<file path="config.mk">
export PLATFORM = sky130hd
export DESIGN_NAME = seg_scan_drv
export DESIGN_NICKNAME = d
export VERILOG_FILES = /design/src/rtl/seg_scan_drv.sv
export SDC_FILE = /design/constraint.sdc
export NUM_CORES = 1
export LEC_CHECK = 0
export ABC_AREA = 1
export CORE_MARGIN = 2
export CORE_UTILIZATION = 45
export CTS_BUF_LIST = sky130_fd_sc_hd__clkbuf_4
export DETAILED_ROUTE_END_ITERATION = 8
export DONT_BUFFER_PORTS = 1
export GPL_TIMING_DRIVEN = 0
export SYNTH_ARGS = -nofsm -noshare
export SYNTH_HDL_FRONTEND = slang
export SYNTH_SLANG_ARGS = --single-unit
</file>
<file path="constraint.sdc">
create_clock -name clk -period 3.35 [get_ports clk]
set_clock_uncertainty 0.2 [all_clocks]
set_input_delay 0.335 -clock clk [delete_from_list [all_inputs] [get_ports clk]]
set_output_delay 0.335 -clock clk [all_outputs]
set_load 0.005 [all_outputs]
</file>
<file path="src/rtl/seg_scan_drv.sv">
// Six-digit common-anode display driver: sequential double-dabble conversion of a saturated
// 20-bit value, then time-multiplexed scan with leading-zero blanking and decimal points.
module seg_scan_drv #(
    parameter logic [15:0] SCAN_DIV = 16'd50_000
) (
    input  logic        clk,
    input  logic        rst_n,
    input  logic [19:0] data,
    input  logic [5:0]  point,
    input  logic        en,
    output logic [5:0]  sel,
    output logic [7:0]  seg_led
);
    localparam logic [19:0] MaxVal = 20'd999_999;

    typedef enum logic [1:0] {StIdle, StConv, StDone} state_e;

    state_e      state;
    logic [19:0] data_sat;
    logic [19:0] last_val;
    logic [19:0] bin;
    logic [23:0] acc;
    logic [23:0] acc_adj;
    logic [23:0] bcd;
    logic [4:0]  bit_cnt;
    logic [15:0] cnt;
    logic [2:0]  idx;

    assign data_sat = (data > MaxVal) ? MaxVal : data;

    always_comb begin
        acc_adj = acc;
        for (int i = 0; i < 6; i++) begin
            if (acc[4*i +: 4] >= 4'd5) acc_adj[4*i +: 4] = acc[4*i +: 4] + 4'd3;
        end
    end

    // The display register only changes in StDone, so it never holds a partial result.
    always_ff @(posedge clk or negedge rst_n) begin
        if (!rst_n) begin
            state    <= StIdle;
            last_val <= '0;
            bin      <= '0;
            acc      <= '0;
            bcd      <= '0;
            bit_cnt  <= '0;
        end else begin
            unique case (state)
                StIdle: begin
                    if (data_sat != last_val) begin
                        last_val <= data_sat;
                        bin      <= data_sat;
                        acc      <= '0;
                        bit_cnt  <= '0;
                        state    <= StConv;
                    end
                end
                StConv: begin
                    acc     <= {acc_adj[22:0], bin[19]};
                    bin     <= {bin[18:0], 1'b0};
                    bit_cnt <= bit_cnt + 5'd1;
                    if (bit_cnt == 5'd19) state <= StDone;
                end
                StDone: begin
                    bcd   <= acc;
                    state <= StIdle;
                end
                default: state <= StIdle;
            endcase
        end
    end

    always_ff @(posedge clk or negedge rst_n) begin
        if (!rst_n) begin
            cnt <= '0;
            idx <= '0;
        end else if (cnt == SCAN_DIV - 16'd1) begin
            cnt <= '0;
            idx <= (idx == 3'd5) ? 3'd0 : idx + 3'd1;
        end else begin
            cnt <= cnt + 16'd1;
        end
    end

    logic [3:0]  digit;
    logic        dp;
    logic        blank;
    logic [23:0] upper;
    logic [6:0]  seg_dec;
    logic [5:0]  sel_d;
    logic [7:0]  seg_d;

    always_comb begin
        digit = 4'd0;
        dp    = 1'b0;
        unique case (idx)
            3'd0:    begin digit = bcd[3:0];   dp = point[0]; end
            3'd1:    begin digit = bcd[7:4];   dp = point[1]; end
            3'd2:    begin digit = bcd[11:8];  dp = point[2]; end
            3'd3:    begin digit = bcd[15:12]; dp = point[3]; end
            3'd4:    begin digit = bcd[19:16]; dp = point[4]; end
            3'd5:    begin digit = bcd[23:20]; dp = point[5]; end
            default: begin digit = 4'd0;       dp = 1'b0;     end
        endcase

        // Digit k is a leading zero when it and every nibble above it are zero.
        upper = bcd >> {idx, 2'b00};
        blank = (idx != 3'd0) && (upper == 24'd0);

        unique case (digit)
            4'd0:    seg_dec = 7'h40;
            4'd1:    seg_dec = 7'h79;
            4'd2:    seg_dec = 7'h24;
            4'd3:    seg_dec = 7'h30;
            4'd4:    seg_dec = 7'h19;
            4'd5:    seg_dec = 7'h12;
            4'd6:    seg_dec = 7'h02;
            4'd7:    seg_dec = 7'h78;
            4'd8:    seg_dec = 7'h00;
            4'd9:    seg_dec = 7'h10;
            default: seg_dec = 7'h7F;
        endcase

        if (en) begin
            sel_d = ~(6'b000001 << idx);
            seg_d = {~dp, blank ? 7'h7F : seg_dec};
        end else begin
            sel_d = 6'h3F;
            seg_d = 8'hFF;
        end
    end

    always_ff @(posedge clk or negedge rst_n) begin
        if (!rst_n) begin
            sel     <= 6'h3F;
            seg_led <= 8'hFF;
        end else begin
            sel     <= sel_d;
            seg_led <= seg_d;
        end
    end
endmodule
</file>
After elaboration in Yosys (flattened, before gate mapping) --
Memories as Yosys holds them, arrays and structs flattened. Cells that the tools add are included.
Word-level totals: output and inout port bits 14, register bits after elaboration 128, memory bits (read-only) 112, memories 1
Memory list:
- (no name shown) | depth 16, width 7, rd ports 1, clocked after Yosys merged registers in 0, write ports 0, RTL line 110 | unique case (digit)
Cells by class: mux-type cells 23, equal/unequal tests 12, add/subtract/negate cells 9, bitwise gates (word level) 2, reductions and logical operators 9, shift operators 2, magnitude comparators 7
Operators with widths (count):
- $pmux 24 s2 | 1
- $mux 20 | 2
- $pmux 20 s2 | 1
- $ge 4x3->1 const B | 6
- $logic_not 24->1 | 1
- $mux 24 | 1
- $pmux 4 s6 | 1
- $shr 24x5->24 | 1
- $add 4x2->4 const B | 5
- $gt 20x20->1 const B | 1
- $mux 4 | 5
- $ne 20x20->1 | 1
- $add 16x1->16 const B | 1
- $eq 16x16->1 const B | 1
- $mux 16 | 1
- $pmux 5 s2 | 1
- $mux 8 | 1
- $mux 7 | 1
- $eq 3x2->1 const B | 2
- $eq 3x3->1 const B | 2
- $mux 3 | 2
- $mux 6 | 1
- $not 6->6 | 1
- $pmux 1 s6 | 1
- other kinds (19) | 23

Longest topological paths before layout --
Gate-level depths: netlist of run 1.
word-level depth 5, mapped depth 18

Least setup slack after synthesis of run 1 --
Ideal clock, no wire load.
path kind reg-to-reg, start point reg idx[2], end point reg seg_led[3], required time 3049 ps, setup time 101 ps, path buffers 0, stages on the path, launching flop included 11, arrival time 2097 ps, slack 952 ps, cells stage by stage dfrtp_1 > inv_1 > ha_1 > nand2_1 > o21ai_0 > nor3_1 > inv_1 > ha_1 > or2_2 > nand2_1 > nand3_1
Between the ends: word-level cells in the longest chain between the ends 5, elaborated cells on any way between the ends 14
Ends and longest elaborated chain:
- start: declaration | RTL line 27 | logic [2:0] idx;
- start signal: assignment | RTL line 79 | idx <= (idx == 3'd5) ? 3'd0 : idx + 3'd1;
- $eq 3x3->1 (tied with other cells) | RTL line 96 | unique case (idx)
- $pmux 4 s6 or $logic_not 24->1 (tied branches) | RTL line 96, 108
- $mem_v2 16x7 or $logic_and 1x1->1 (tied branches)
- $mux 7 (*) | RTL line 126 | seg_d = {~dp, blank ? 7'h7F : seg_dec};
- $mux 8 (*) | RTL line 124 | if (en) begin
- via seg_d[3] | RTL line 91 | logic [7:0] seg_d;
- end signal: assignment | RTL line 139 | seg_led <= seg_d;
- end: declaration | RTL line 12 | output logic [7:0] seg_led
The timed path passes the listed nets; every way through them passes the cells marked *. A chain may end at the register's enable or synchronous reset.

Worst setup path in the final report of run 1 --
Ends and elaborated chain as after synthesis.

==> Flow_metrics.wiki, run 1 <==
{| class="wikitable"
! Metric !! Value
|-
| Run status || finished, final reports clean
|-
| Worst slew margin relative to its limit || 55.9%
|-
| Wirelength, routed || ~15 mm
|-
| Share of power burned in registers || around 52%
|-
| Ordered cell list for the critical path || inv_1, ha_1, nand2_1, o21ai_0, nor3_1, inv_1, ha_1, or2_2, nand2_1, nand3_1
|-
| Number of slew-limit violations in the final report || 0
|-
| Number of vias after detailed routing || 5,725
|-
| Yosys top cell area share || 41.4%
|-
| Number of warning messages in the yosys log || 0
|-
| Setup repair after global routing missed its margin || false
|-
| Distinct cell type count after synthesis || 33
|-
| # DRC || 0
|-
| Total global routing track utilization || 20.3%
|-
| Cell count of the worst hold path || 5
|-
| Critical-path maximum fanout || 6
|-
| Number of diodes || 0
|-
| Wire length per cell || around 13 microns
|-
| Final setup TNS || 0 ns
|-
| Clock edge transition at the registers on the reported setup and hold paths || 0.11 ns
|-
| Static Leakage || 3.92 nW
|-
| Largest area contributor in the synthesized netlist || dfrtp_1
|-
| Final net count || between 900 and 1,000
|-
| Largest net degree at the start of global routing || 129
|-
| CTS H-tree lvls || 4
|-
| HPWL reported at the end of detailed placement || 10.6 mm
|-
| Category of the worst setup path capture point || flip-flop
|-
| Fraction of the cycle the final worst path needs || 83.0%
|-
| Drt pass-1 iters || 5
|-
| Fill cell instance count of the final layout || 1,482
|-
| Synthesized area per cell || 7.73 sq um
|-
| Count of nets left with antenna violations after detail routing || 0
|-
| Power per Cell Area || ~510 nW/um^2
|-
| Final weighted congestion in routability-driven placement || between 0.7 and 0.8
|-
| Site row count || 45
|-
| GR Layer Usage met2 || between 30 and 40%
|-
| Fraction of final layout cells with drive strength greater than 1 || 8.03%
|-
| Tightest hold margin || 0.0618 ns
|-
| Area Overhead vs Synth || 11.0%
|-
| Setup ws final || 0.568 ns
|-
| Fraction of power consumed by the clock network || between 20% and 30%
|-
| Net switching power || ~0.0013 W
|-
| Switching part of the total power || 32.9%
|-
| Total Power Consumption || 0.00392 W
|-
| Max cap viols || 0
|-
| Port bufs || 0
|-
| Clock latency at the later pin of the worst-skew pair || 0.54 ns
|-
| Share of total power in combinational logic || 22.5%
|-
| Worst vdd rail ir drop || 0.254 mV
|-
| Bufs on Longest Clock Path || 2
|-
| Die width || 128 microns
|-
| Starting density of the core || 45.6%
|-
| Portion of the post-synthesis area used by sequential elements || between 40 and 50%
|-
| Post-Syn Instances || 891
|-
| Cell types with the largest area share after synthesis || dfrtp_1 41%, nand2_1 13%, o21ai_0 7.6%
|-
| Final number of setup-violating endpoints || 0
|-
| Final count of hold timing violations || 0
|-
| Longest individual stage delay on the worst path || 0.52 ns
|-
| Worst min-delay path class || primary input to flip-flop
|-
| Number of top-level pins || 43
|-
| Post-Syn Nets || 940
|-
| First DRT Iteration DRCs || approximately 330
|-
| Vias in the first global route || 5,566
|-
| Post-synthesis register bit count || 128
|-
| Die ar. || 16,300 sq um
|-
| Upper clock frequency limit || 0.359 GHz
|-
| Total number of clock tree sinks || between 100 and 150
|-
| Worst endpoint required time || 3.59 ns
|-
| Clock tree from TritonCTS || built
|-
| Number of cells on the worst reg-to-reg path || 10
|-
| Cell with the largest stage delay on the worst path || nor3_1
|-
| Height of the die || 128 microns
|-
| Aggregate global routing overflow || 0
|-
| Post-route minimum period || ~2.8 ns
|-
| Crit start category || flip-flop
|-
| M3 GR Usage || 4.47%
|-
| Average via count per standard cell || 5.04
|-
| Root Buffer Master || clkbuf_4
|-
| Core footprint || 15,100 sq um
|-
| CTS buffer count || 17
|-
| Transition time at the pin with the least slew margin || between 0.6 and 0.7 ns
|-
| Start-to-end type of the worst setup path || flip-flop to flip-flop
|-
| Power Internal || 0.00263 W
|-
| Data arrival time of the worst path || roughly 3.0 ns
|-
| Post-route core utilization || between 50% and 60%
|-
| Cell area after technology mapping || ~7000 sq um
|-
| Initial antenna violation count || 0
|-
| Peak-usage layer in the global routing report || met2
|-
| Global routing usage on met1 || 28.2%
|-
| Global-route wire length before repair || 26.6 mm
|-
| Pre-CTS WS || about 0.58 ns
|}
[placed cells by master (no fill, tap or decap), types with 3 or more instances in the layout]
| cell type | Yosys | final |
|---|---|---|
| dfstp_2 | 14 | 14 |
| o21ai_0 | 104 | 104 |
| nand2_1 | 247 | 247 |
| nor3_1 | 5 | 5 |
| ha_1 | 20 | 20 |
| nand4_1 | 26 | 26 |
| nand2_4 | 4 | 4 |
| buf_1 | 5 | 5 |
| xor2_1 | 14 | 14 |
| nand3_1 | 85 | 85 |
| buf_6 | 4 | 4 |
| clkbuf_4 | 0 | 20 |
| buf_2 | 8 | 8 |
| a21oi_1 | 14 | 14 |
| nand3_2 | 10 | 10 |
| nor4_1 | 8 | 8 |
| inv_2 | 3 | 3 |
| dlygate4sd3_1 | 0 | 25 |
| nor2_1 | 63 | 63 |
| clkbuf_1 | 11 | 11 |
| dfrtp_1 | 114 | 114 |
| a22o_1 | 4 | 4 |
| inv_1 | 113 | 113 |
| clkinv_1 | 0 | 5 |
[registers in the layout, summed over array words and instances (netlist names), 5 cells and up]
signal / cells
acc: 24
bcd: 24
bin: 20
bit_cnt: 5
cnt: 16
last_val: 20
seg_led: 8
sel: 6
[critical path, delay by kind of cell (launching register included)]
| kind | cells | cell delay [ns] |
|---|---|---|
| AOI/OAI and AO/OA | 1 | 0.09 |
| adders and majority gates | 2 | 0.62 |
| buffers and inverters | 2 | 0.29 |
| DFF | 1 | 0.44 |
| and+or+nand+nor | 5 | 1.05 |
[per-stage QoR]
| stage | area, sq um | cells |
|---|---|---|
| 4_1_cts | 7650 | 1135 |
| 2_1_floorplan | 6890 | 891 |
| 3_5_place_dp | 7120 | 1079 |
| 6_report | 7650 | 1135 |
| 5_1_grt | 7650 | 1135 |
| 3_3_place_gp | 7120 | 1079 |
[power by group through the flow]
stage / combinational, W / clock, W / sequential, W
global route: 0.00106 / 0.00108 / 0.00209
finish: 0.000883 / 0.000990 / 0.00205
floorplan: 0.000669 / 0 / 0.00202
CTS: 0.000893 / 0.00102 / 0.00205
detailed placement: 0.000832 / 0 / 0.00208
global placement: 0.000821 / 0 / 0.00207
[final cells by class]
| type | count | area (sq um) | area share (%) |
|---|---|---|---|
| Sequential cell | 128 | 3220 | 42.1 |
| Multi-Input combinational cell | 616 | 3050 | 39.9 |
| Inverter | 116 | 435 | 5.69 |
| Timing Repair Buffer | 26 | 278 | 3.63 |
| Tap cell | 188 | 235 | 3.08 |
| Buffer | 31 | 178 | 2.32 |
| Clock buffer | 20 | 150 | 1.96 |
| Clock inverter | 10 | 96.3 | 1.26 |
[synth_stat cells (all sizes together)]
| library cell | number |
|---|---|
| a21oi | 14 |
| and3 | 1 |
| o21ai | 106 |
| dfstp | 14 |
| dfrtp | 114 |
| nor2 | 64 |
| o21a | 1 |
| a22o | 4 |
| clkbuf | 12 |
| xor2 | 14 |
| nor4 | 8 |
| a31oi | 1 |
| nand2 | 252 |
| o31ai | 1 |
| nor3 | 5 |
| o211ai | 2 |
| ha | 20 |
| nand4 | 26 |
| inv | 116 |
| nand3 | 95 |
| buf | 19 |
| or2 | 2 |
[timing repair]
item                                   CTS  global route
setup endpoints to repair                0             0
endpoints found under the hold margin  177             0
setup buffers                            0             0
hold buffers                            26             0
resized for setup                        0             0
[routing by layer]
layer | part of all wire, % | vias to the layer above | routed length [microns]
met4 | 1.5 | 0 | 226
met2 | 45 | 82 | 6740
li1 | - | 2974 | -
met5 | 0 | - | 0
met1 | 51 | 2651 | 7650
met3 | 3.3 | 18 | 505
[cell families (layout without fill, tap and decap cells)]
kind of cell    Yosys count  in the layout  synth area share [%]
compound gates          129            129                  9.76
xor+xnor                 14             14                  1.78
fa+ha+maj                20             20                  3.63
buf+inv                 147            203                  8.90
flops                   128            128                  46.8
simple gates            453            453                  29.2
[worst paths after layout]
kind                            startpoint            to  slack (ns)
worst min-delay path              data[11]  last_val[11]        0.06
min in group asynchronous            rst_n        cnt[3]        0.20
worst min register to register      cnt[0]        cnt[0]        0.26
worst max register to register      idx[2]    seg_led[3]        0.57
max in group asynchronous            rst_n       acc[15]        2.25
worst max-delay path                idx[2]    seg_led[3]        0.57
Power figures use the tool's default switching activity.
==> run 2, diff against run 1 <==
clock period = 2.8 ns   (was 3.35 ns; I/O delays follow)
==> run 2 against run 1 <==
  * The flow now finishes with violations (hold timing)
  * Final cell count is the same
  * Utilization shrank 0.066 points
  * Critical path type unchanged
  * Power grew 19%
  * Highest routed layer unchanged
  * First-iteration DRC count shrank 3.6%
  * Wire length grew 0.56%
  * Critical endpoint is now seg_led[7]
  * Largest cell class unchanged
  * Register-to-register slack lost 0.39 ns
  * Sequential cell count is the same
  * Global-route usage grew 0.054 points
  * Worst setup slack lost 0.39 ns
==> Flow_metrics.wiki, run 2 (synthesis results as in run 1) <==
{| class="wikitable"
! Metric !! Value
|-
| Run status || complete, but fails checks
|-
| Violated checks || hold timing
|-
| Wire length per cell || 13.4 microns
|-
| Cell with the largest stage delay on the worst path || dlygate4sd3_1
|-
| Ordered cell list for the critical path || inv_1, nand2_1, nor2_1, a22o_1, dlygate4sd3_1, o21ai_0, dlygate4sd3_1
|-
| Total number of clock tree sinks || 128
|-
| Clock latency at the later pin of the worst-skew pair || 0.53 ns
|-
| First DRT Iteration DRCs || 320
|-
| Data arrival time of the worst path || around 2.9 ns
|-
| Upper clock frequency limit || 0.381 GHz
|-
| Largest net degree at the start of global routing || 129
|-
| Site row count || 45
|-
| Worst slew margin relative to its limit || 55.5%
|-
| Port bufs || 0
|-
| Vias in the first global route || about 5,600
|-
| Most used cell along the critical path || dlygate4sd3_1
|-
| Height of the die || roughly 130 microns
|-
| Number of vias after detailed routing || 5,737
|-
| Endpoint of the worst-slack reg-to-reg timing path || seg_led[7]
|-
| Clock tree from TritonCTS || built
|-
| Root Buffer Master || clkbuf_4
|-
| Largest delay share family, worst path || buffers and inverters
|-
| Most common cell after layout, fill and taps aside || nand2_1
|-
| Wirelength, routed || 15.2 mm
|-
| Total non-filler cell area in the finished layout || 7640 sq um
|-
| Total global routing track utilization || between 20 and 25%
|-
| Category of the worst setup path capture point || flip-flop
|-
| Worst min-delay path class || primary input to asynchronous set/reset pin
|-
| Setup repair after global routing missed its margin || false
|-
| Max cap viols || 0
|-
| Bufs on Longest Clock Path || 2
|-
| Area used by multi-input combinational logic || roughly 3000 sq um
|-
| Die ar. || 16,300 sq um
|-
| Footprint of the flip-flops and latches || 3220 sq um
|-
| Number of slew-limit violations in the final report || 0
|-
| Worst flop-to-flop path startpoint || idx[1]
|-
| Count of nets left with antenna violations after detail routing || 0
|-
| Area Overhead vs Synth || 10.9%
|-
| Hold-fix buffers, CTS || 26
|-
| Total Power Consumption || 0.00465 W
|-
| Worst vdd rail ir drop || 0.299 mV
|-
| Number of top-level pins || 43
|-
| Clock edge transition at the registers on the reported setup and hold paths || about 0.11 ns
|-
| Number of buffer and inverter stages on the critical path || 3
|-
| Drt pass-1 iters || 8
|-
| Aggregate global routing overflow || 0
|-
| Fill cell instance count of the final layout || 1,490
|-
| Fraction of the cycle the final worst path needs || 93.7%
|-
| CTS buffer count || 17
|-
| Top library cells by usage in the layout, fill and taps aside || 247 x nand2_1, 114 x dfrtp_1, 113 x inv_1
|-
| Register-to-Register Setup Slack || about 0.18 ns
|-
| Core footprint || 15,100 sq um
|-
| Start-to-end type of the worst setup path || flip-flop to flip-flop
|-
| Post-route minimum period || 2.62 ns
|-
| Largest registers || acc x24, bcd x24
|-
| Final setup TNS || 0 ns
|-
| Power per Cell Area || 609 nW/um^2
|-
| Setup ws final || 0.177 ns
|-
| Final weighted congestion in routability-driven placement || 0.796
|-
| Critical-path maximum fanout || 6
|-
| Total cell area at the placement stage || 7120 sq um
|-
| # DRC || 0
|-
| CTS H-tree lvls || 4
|-
| Worst endpoint required time || 3.06 ns
|-
| Global-route wire length before repair || 26.7 mm
|-
| Post-route core utilization || between 50% and 60%
|-
| Final net count || 985
|-
| Number of cells on the worst reg-to-reg path || 7
|-
| Tightest hold margin || -0.768 ns
|-
| Final count of hold timing violations || about 130
|-
| Final number of setup-violating endpoints || 0
|-
| Die width || 128 microns
|-
| Initial antenna violation count || 0
|-
| Static Leakage || slightly below 4 nW
|-
| Starting density of the core || 45.6%
|-
| HPWL reported at the end of detailed placement || 10.6 mm
|-
| Number of diodes || 0
|-
| Average via count per standard cell || 5.05
|-
| Crit start category || flip-flop
|-
| Transition time at the pin with the least slew margin || 0.665 ns
|-
| Pre-CTS WS || between 0.02 and 0.03 ns
|-
| Fraction of final layout cells with drive strength greater than 1 || 8.13%
|-
| Longest individual stage delay on the worst path || 0.57 ns
|}
==> run 2: changes by cell type in the layout (fill, tap and decap cells not counted), sizes merged <==
cell / change
buf: -1
dlygate4sd3: +1
==> run 2: worst max path at each step <==
| stage | startpoint | to | slack, ns | depth (start not counted) |
|---|---|---|---|---|
| after detailed placement | idx[2] | seg_led[3] | 0.03 | 10 |
| final | idx[1] | seg_led[7] | 0.18 | 7 |
| after CTS | idx[1] | seg_led[7] | 0.18 | 7 |
| after floorplan | idx[2] | seg_led[3] | 0.40 | 10 |
| after global routing | idx[2] | seg_led[3] | 0.02 | 10 |
| after global placement | idx[2] | seg_led[3] | 0.03 | 10 |
==> run 2: per-layer routing <==
layer	part of all wire (%)	global-route usage, %	up-vias
met5	0	0	-
met4	1.6	5.69	0
met3	3.2	4.47	18
met2	45	32.2	84
met1	50	28.3	2657
li1	-	-	2978
==> run 2: report_power, final <==
part,total [W],leakage [nW],switching [W],internal [W]
Sequential,0.00245,1.58,0.000239,0.00221
Clock,0.00118,0.136,0.000645,0.000532
Combinational,0.00103,2.19,0.000619,0.000407
==> run 2: final cells by class <==
cell class	count	area share [%]
buffer	31	2.33
inverter	116	5.70
multi-input combinational	616	40.1
clock inverter	10	1.26
clock buffer	20	1.97
sequential	128	42.2
timing repair buffer	26	3.41
tap	188	3.08
==> run 2: timing repair <==
action                                 in CTS  in global routing
setup endpoints to repair                   1                  1
endpoints found under the hold margin     180                128
resized for setup                           1                  1
setup buffers                               0                  0
pin swaps                                   0                  1
==> run 2: stage by stage <==
| step | hold WS [ns] | instances |
|---|---|---|
| 4_1_cts | -0.812 | 1135 |
| 2_1_floorplan | -0.216 | 891 |
| 3_5_place_dp | -0.210 | 1079 |
| 6_report | -0.768 | 1135 |
| 3_3_place_gp | -0.211 | 1079 |
| 5_1_grt | -0.831 | 1135 |
==> run 3, diff against run 2 <==
CORE_MARGIN = 10   (was 2)
RECOVER_POWER = 25   (was not set)
==> run 3 against run 2 <==
  * The flow still finishes with violations (hold timing)
  * Register-to-register slack improved by 0.02 ns
  * Utilization up 0.60 points
  * Combinational power barely moved
  * First-iteration DRC count grew 38%
  * Sequential share of layout area shrank 0.49 points
  * Non-clock buffer count unchanged
  * Sequential power is essentially flat
  * Power grew 6.5%
  * Wire length grew 2.4%
  * Largest power group unchanged
==> Flow_metrics.wiki, run 3 (synthesis results as in run 1) <==
{| class="wikitable"
! Metric !! Value
|-
| Run status || complete, but fails checks
|-
| Violated checks || hold timing
|-
| HPWL reported at the end of detailed placement || 11.0 mm
|-
| Number of vias after detailed routing || 5,778
|-
| Worst min-delay path class || primary input to asynchronous set/reset pin
|-
| Critical-path maximum fanout || 6
|-
| Category of the worst setup path capture point || flip-flop
|-
| Total number of clock tree sinks || 128
|-
| Fraction of the cycle the final worst path needs || 93.1%
|-
| Number of cells in the finished layout apart from fillers || 1,139
|-
| Largest net degree at the start of global routing || between 100 and 150
|-
| Starting density of the core || 45.6%
|-
| Worst vdd rail ir drop || 0.308 mV
|-
| Worst slew margin relative to its limit || a little under three fifths
|-
| Final weighted congestion in routability-driven placement || ~0.83
|-
| Site row count || 45
|-
| CTS H-tree lvls || 4
|-
| Crit path capture || seg_led[7]
|-
| Clock latency at the later pin of the worst-skew pair || 0.54 ns
|-
| Root Buffer Master || clkbuf_4
|-
| Max cap viols || 0
|-
| Post-route minimum period || 2.61 ns
|-
| Power per Cell Area || 641 nW/um^2
|-
| Average via count per standard cell || 5.07
|-
| CTS buffer count || 17
|-
| Vias in the first global route || 5,387
|-
| Most common cell after layout, fill and taps aside || nand2_1
|-
| Die width || around 140 microns
|-
| Register-to-Register Setup Slack || 0.19 ns
|-
| Top library cells by usage in the layout, fill and taps aside || 247 x nand2_1, 114 x dfrtp_1, 113 x inv_1
|-
| Worst flop-to-flop path startpoint || idx[1]
|-
| Wirelength, routed || 15.6 mm
|-
| Initial antenna violation count || 1
|-
| Die ar. || about 21,000 sq um
|-
| # DRC || 0
|-
| Timing startpoint of the critical path || idx[1]
|-
| Upper clock frequency limit || 0.384 GHz
|-
| Crit start category || flip-flop
|-
| Clock tree from TritonCTS || built
|-
| Total global routing track utilization || 15.8%
|-
| Count of nets left with antenna violations after detail routing || 0
|-
| Endpoint of the worst-slack reg-to-reg timing path || seg_led[7]
|-
| Final number of setup-violating endpoints || 0
|-
| Bufs on Longest Clock Path || 2
|-
| Number of cells in the design after placement || 1,079
|-
| Area Overhead vs Synth || 12.2%
|-
| Height of the die || 144 microns
|-
| Largest registers || acc x24, bcd x24
|-
| Tightest hold margin || -0.786 ns
|-
| Number of cells on the worst reg-to-reg path || 7
|-
| Setup Buffers After CTS || 0
|-
| Start-to-end type of the worst setup path || flip-flop to flip-flop
|-
| Final net count || 985
|-
| First DRT Iteration DRCs || between 400 and 500
|-
| Transition time at the pin with the least slew margin || about 0.66 ns
|-
| Setup repair after global routing missed its margin || false
|-
| Global-route wire length before repair || 26.7 mm
|-
| Wire length per cell || 13.7 microns
|-
| Core footprint || 15,100 sq um
|-
| Number of top-level pins || between 40 and 50
|-
| Clock edge transition at the registers on the reported setup and hold paths || 0.13 ns
|-
| Drt pass-1 iters || 5
|-
| Static Leakage || 3.95 nW
|-
| Hold-fix buffers, CTS || 26
|-
| Worst endpoint required time || 3.07 ns
|-
| Final setup TNS || 0 ns
|-
| Data arrival time of the worst path || 2.87 ns
|-
| Final count of hold timing violations || 128
|-
| Aggregate global routing overflow || 0
|-
| Port bufs || 0
|-
| Number of slew-limit violations in the final report || 0
|-
| Fraction of final layout cells with drive strength greater than 1 || under 10%
|}
run 3: changes by cell type in the layout (fill, tap and decap cells not counted), moves of 2 or more:
cell	delta
diode_2	+2
clkinv_1	-5
clkbuf_4	-3
clkinv_4	+3
inv_6	+4
bufinv_16	+2
run 3: layer usage:
layer	GRT usage, %	part of all wire, %	vias up
li1	-	-	2982
met3	3.93	4.9	10
met2	24.1	45	103
met5	0	0	-
met4	3.98	0.84	0
met1	22.0	49	2683
run 3: worst min-delay path by stage:
stage | start | to | slack, ns | depth (start not counted)
3_3_place_gp | rst_n | cnt[2] | -0.21 | 0
5_1_grt | rst_n | cnt[2] | -0.86 | 0
2_1_floorplan | rst_n | acc[0] | -0.22 | 0
4_1_cts | rst_n | cnt[0] | -0.83 | 0
3_5_place_dp | rst_n | cnt[0] | -0.21 | 0
6_report | rst_n | cnt[0] | -0.79 | 0
run 3: metrics by stage:
stage               util [%]  hold slack, ns  power [W]  setup slack [ns]  area [sq um]
CTS                     51.1          -0.832    0.00501            0.0137          7720
global placement        47.2          -0.209    0.00348            0.0255          7120
finish                  51.2          -0.786    0.00495             0.193          7730
floorplan                  -          -0.216    0.00322             0.402          6890
global route            51.2          -0.858    0.00532           0.00639          7730
detailed placement      47.2          -0.208    0.00350            0.0255          7120
run 3: final cells by class:
| class | instances | area [sq um] |
|---|---|---|
| clock inverter | 15 | 206 |
| multi-input combinational | 616 | 3060 |
| sequential | 128 | 3220 |
| timing repair buffer | 26 | 260 |
| antenna | 2 | 5.00 |
| tap | 188 | 235 |
| clock buffer | 17 | 128 |
| buffer | 31 | 178 |
| fill | 1462 | 7360 |
| inverter | 116 | 435 |
run 3: report_power, final:
part | internal [W] | switching [W]
Combinational | 0.000405 | 0.000626
Clock | 0.000720 | 0.000750
Sequential | 0.00221 | 0.000243
run 3: worst max-delay path: stages, from the launching register on:
cell	delay [ns]
dfrtp_1	0.43
inv_1	0.12
nand2_1	0.07
nor2_1	0.35
a22o_1	0.21
dlygate4sd3_1	0.54
o21ai_0	0.06
dlygate4sd3_1	0.57
run 3: timing repair:
action / CTS / global route
hold endpoints to repair: 182 / 128
setup endpoints to repair: 0 / 3
gates resized for setup: 0 / 1
